==> src/rtl/switch_debounce.sv <==
// Slide-switch conditioner: 2-flop synchroniser, per-bit stability filter and
// one-cycle rise/fall event pulses on the debounced level.
module switch_debounce #(
   parameter int unsigned WIDTH         = 4,
   parameter int unsigned STABLE_CYCLES = 50000,
   parameter int unsigned CNT_W         = $clog2(STABLE_CYCLES)
) (
   input  logic             clk,
   input  logic             rst_n,
   input  logic [WIDTH-1:0] swt_raw,
   output logic [WIDTH-1:0] swt_db,
   output logic [WIDTH-1:0] swt_rise,
   output logic [WIDTH-1:0] swt_fall
);

   localparam logic [CNT_W-1:0] CNT_MAX = CNT_W'(STABLE_CYCLES - 1);

   logic [WIDTH-1:0] r_sync1;
   logic [WIDTH-1:0] r_sync2;
   logic [WIDTH-1:0] r_db;
   logic [WIDTH-1:0] r_rise;
   logic [WIDTH-1:0] r_fall;
   logic [CNT_W-1:0] r_cnt [WIDTH];

   // Plain flop-to-flop chain; nothing may sit between the two stages.
   always_ff @(posedge clk) begin
      if (!rst_n) begin
         r_sync1 <= '0;
         r_sync2 <= '0;
      end else begin
         r_sync1 <= swt_raw;
         r_sync2 <= r_sync1;
      end
   end

   // Output follows the synchronised level only after CNT_MAX+1 consecutive
   // cycles of disagreement; any single cycle of agreement restarts the count.
   always_ff @(posedge clk) begin
      if (!rst_n) begin
         r_db   <= '0;
         r_rise <= '0;
         r_fall <= '0;
         for (int unsigned i = 0; i < WIDTH; i++) begin
            r_cnt[i] <= '0;
         end
      end else begin
         for (int unsigned i = 0; i < WIDTH; i++) begin
            r_rise[i] <= 1'b0;
            r_fall[i] <= 1'b0;
            if (r_sync2[i] == r_db[i]) begin
               r_cnt[i] <= '0;
            end else if (r_cnt[i] == CNT_MAX) begin
               r_cnt[i]  <= '0;
               r_db[i]   <= r_sync2[i];
               r_rise[i] <= r_sync2[i];
               r_fall[i] <= ~r_sync2[i];
            end else begin
               r_cnt[i] <= r_cnt[i] + CNT_W'(1);
            end
         end
      end
   end

   assign swt_db   = r_db;
   assign swt_rise = r_rise;
   assign swt_fall = r_fall;

endmodule

==> config.mk <==
export PLATFORM = sky130hd
export DESIGN_NAME = switch_debounce
export DESIGN_NICKNAME = d
export VERILOG_FILES = /design/src/rtl/switch_debounce.sv
export SDC_FILE = /design/constraint.sdc
export NUM_CORES = 1
export LEC_CHECK = 0
export BUFFER_PORTS_ARGS = -buffer_cell sky130_fd_sc_hd__clkbuf_2
export CORE_UTILIZATION = 35
export DETAILED_ROUTE_END_ITERATION = 16
export SLEW_MARGIN = 20
export SYNTH_ARGS = -nofsm -noshare
export SYNTH_HDL_FRONTEND = slang
export SYNTH_SLANG_ARGS = --single-unit
==> constraint.sdc <==
create_clock -name clk -period 5.3 [get_ports clk]
set_input_delay 0.265 -clock clk [delete_from_list [all_inputs] [get_ports clk]]
set_output_delay 0.265 -clock clk [all_outputs]
set_load 0.1 [all_outputs]
# Word level (Yosys, flattened, before mapping)
# Memories as Yosys holds them, arrays and structs flattened.
# Index checks and enable logic that the tools add are counted.
# totals
reg_bits	20
ramBits	64
wordCells	117
memories	1
# mem_list
memory	depth	width	rd	rd_clocked_by_memory_dff	write_ports	line_no	rtl
r_cnt	4	16	4	0	4	23	logic [CNT_W-1:0] r_cnt [WIDTH];
# op_classes
n_addsub	4
eq_ne	8
n_mux	57
bitwise	25
reduce_logical	8
# op_table
operator	n
2-to-1 mux 16 bit	12
adder 16 x 1 -> 16 bit, second input constant	4
== test 16 bit, second input constant	4
2-to-1 mux 1 bit	45
NOT 1 bit	13
bitwise OR 1 bit	12
OR reduction 3 bit	4
AND reduction 2 bit	4
== test 1 bit	4

# Logic depth before layout (Yosys ltp)
# logic_depth
depth_word	7
depth_mapped	7
mapped_depth_nobuf	5

# Worst setup path after synthesis
# No wires, ideal clock.
# synth_path
kind	register -> register
startpoint	mem r_cnt[3][5] in the netlist's numbering
endpoint	mem r_cnt[3][8] in the netlist's numbering (data pin)
setup_ns	0.254
arrival_ns	1.900
required_time_ns	5.046
setup_slack_ns	3.146
path_stages_with_launch	6
n_path_buf	1
synth_period_minus_slack_ns	2.154
cell_sequence	edfxtp_1 > or4_1 > or4_4 > nand3_1 > buf_4 > nor2_1
# synth_rtl
item	line_no
from (decl)	23

==> impl_metrics.json <==
{
  "yosysWarnings": 0,
  "grt_max_degree": 17,
  "rr_startpoint": "r_cnt[3][5]",
  "h-tree-depth": 3,
  "clockBufferDepth": 2,
  "route.vias.total": 2787,
  "critPathLaunch": "r_cnt[3][5]",
  "finalInstanceArea_um2": 4810,
  "pre_cts_ws_ns": 2.88,
  "drtAntennaViolNets": 0,
  "synth_top_family_by_area": "simple AND/OR/NAND/NOR gates",
  "core_area_um2": 11400,
  "synth_edf_count": 64,
  "path_cells": "or4_1 > or4_4 > nand3_1 > nor2_1",
  "min-delay-path-class": "in2reg",
  "cp_max_fo": 16,
  "synthXorXnorAreaFrac": 0.126,
  "synthMuxAreaShare": 0.00979,
  "drt-initial-drc-count": 76,
  "placed_area_um2": 4550,
  "ys_ff_latch": 84,
  "drc": 0,
  "dp_hpwl_um": 4810,
  "final_nets": 470,
  "cts_root_buf": "clkbuf_16",
  "cp_slowest_cell": "or4_1",
  "fin_skew_ns": 0.00562,
  "initial_utilization": 0.358,
  "fin_crit_sh": 0.459,
  "antenna_found_initial": 0,
  "antennaDiodeCount": 0,
  "vias_per_cell": 4.58,
  "numPortBuffers": 17,
  "maxCapViolations": 0,
  "tritoncts": "yes",
  "yosysSeqAreaShare": 0.568,
  "grt_usage": 0.130,
  "cp-end-kind": "flip-flop",
  "r2r_slack_ns": 2.87,
  "grt.overflow.total": 0,
  "vdd_ir_drop_max_uv": 144,
  "holdWs_ns": 0.132,
  "fmax_ghz": 0.411,
  "syn_to_final_growth_pct": 17.5,
  "fin_ws_ns": 2.87,
  "drive_above_1_share": 0.0796,
  "cts_resized": 0,
  "grt_pass1_vias": 2661,
  "grt_first_pass_wirelength_um": 12100,
  "cts_setup_buffers": 0,
  "r2r_end": "r_cnt[3][5]",
  "die-area_um2": 12100,
  "ys_types": 36,
  "synth-simple-area-share": 0.259,
  "async_flop_share": 0,
  "cts.clk_slew.worst_paths_ns": 0.06,
  "syn_area_um2": 4090,
  "wl_per_cell_um": 11.4,
  "leakage_nw": 1.66,
  "gp_congestion": 0.796,
  "synthCells": 376,
  "die_w_um": 110,
  "wirelength_um": 6920,
  "clock_latency_ns": 0.34,
  "cts.sinks": 84,
  "synth_compound_area_frac": 0.00245,
  "setup_tns_ns": 0,
  "maxSlewViolCount": 0,
  "layout_min_cycle_time_ns": 2.43,
  "io_pins": 18,
  "start_kind": "flip-flop",
  "p_total_mw": 1.36,
  "crit_arrival_ns": 2.49,
  "avgSynthCellArea_um2": 10.9,
  "tightest_slew_ns": 0.623,
  "worst_r2r_path_depth": 4,
  "dr.pass1.iters": 4,
  "critPathMaxStageDelay_ns": 0.54,
  "relSlewSlack": 0.584,
  "critical_path_class": "reg2reg",
  "synthAdderAreaFrac": 0.0122,
  "setup_violations": 0,
  "die_h_um": 110,
  "crit_end": "r_cnt[3][5]",
  "hold_buffers": 0,
  "synth_ff_type": "edfxtp_1",
  "cp.required_ns": 5.36,
  "powerDensity_nw_per_um2": 283,
  "status": "finished clean",
  "finalHoldViolations": 0,
  "rsz0062_at_grt": "no",
  "num_rows": 39,
  "numCtsBuffers": 9
}
==> how the worst min path moves through the flow <==
stage	slack, ns	endpoint	cells past startpoint	from
2_1_floorplan	0.39	r_sync1[0]	1	swt_raw[0]
3_3_place_gp	0.42	r_sync2[3]	1	r_sync1[3]
3_5_place_dp	0.42	r_sync2[3]	1	r_sync1[3]
4_1_cts	0.13	r_sync1[3]	2	swt_raw[3]
5_1_grt	0.14	r_sync1[1]	2	swt_raw[1]
6_report	0.13	r_sync1[3]	2	swt_raw[3]
==> power breakdown <==
| group | internal (mW) | switching, mW |
|---|---|---|
| Combinational | 0.0219 | 0.0288 |
| Clock | 0.314 | 0.238 |
| Sequential | 0.732 | 0.0265 |
| Total | 1.07 | 0.294 |
==> final cells by class <==
type,instances,area (um^2)
clock buffer,12,236
clock inverter,4,18.8
fill,1132,6610
inverter,13,48.8
multi-input combinational,335,1920
sequential,84,2320
tap,143,179
timing repair buffer,17,85.1
==> state kept, by name, summed over array words and instances, names as in the netlist <==
signal and count:
r_sync2 4, swt_rise 4, r_sync1 4, swt_db 4, r_cnt 64, swt_fall 4
==> metal layers <==
layer	wire length (um)	GRT usage
met1	3370	0.169
met2	3190	0.205
met3	187	0.0212
met4	172	0.0752
met5	0	0
==> worst max-delay path, delay by kind of cell (launching register included) <==
| kind | cells | cell delay, ns |
|---|---|---|
| and+or+nand+nor | 4 | 1.70 |
| DFF | 1 | 0.45 |
==> cells by family after synthesis <==
group | Yosys count
and+or+nand+nor | 202
DFF | 84
xor gates and xnor gates | 59
buffers and inverters | 20
adders and majority gates | 4
muxes | 4
AOI/OAI and AO/OA | 2
other | 1
==> placed cells by master, fill, tap and decap left out, drive strengths merged, types with 2 or more instances in the layout <==
cell type,Yosys,layout
and2,8,8
and4,2,2
clkbuf,3,29
clkinv,0,4
conb,1,64
dfxtp,20,20
edfxtp,64,64
ha,4,4
inv,13,13
mux2i,4,4
nand2,17,17
nand3,23,23
nand4,16,16
nand4b,4,4
nor2,77,77
nor3,12,12
nor3b,8,8
nor4,18,18
nor4bb,2,2
or2,4,4
or3,2,2
or4,2,2
or4b,4,4
xnor2,44,44
xor2,15,15
==> stage by stage <==
stage,utilization,instances
final,0.421,608
after CTS,0.421,608
after global routing,0.421,608
after floorplan,-,439
after detailed placement,0.399,592
after global placement,0.399,592
==> Yosys cell counts (3+ instances only) <==
| library cell | instances | area (um^2) |
|---|---|---|
| and2_1 | 8 | 50.1 |
| nor2_1 | 77 | 289 |
| nor4_1 | 16 | 100 |
| buf_4 | 3 | 22.5 |
| nand4_1 | 16 | 100 |
| nand3_1 | 23 | 115 |
| or2_2 | 3 | 18.8 |
| nor3_1 | 12 | 60.1 |
| edfxtp_1 | 64 | 1920 |
| xnor2_1 | 44 | 385 |
| nor3b_1 | 8 | 60.1 |
| dfxtp_1 | 20 | 400 |
| mux2i_1 | 4 | 40.0 |
| inv_1 | 13 | 48.8 |
| nand4b_1 | 4 | 35.0 |
| nand2_1 | 17 | 63.8 |
| ha_1 | 4 | 50.1 |
| xor2_1 | 15 | 131 |
(Power assumes the default switching activity.)
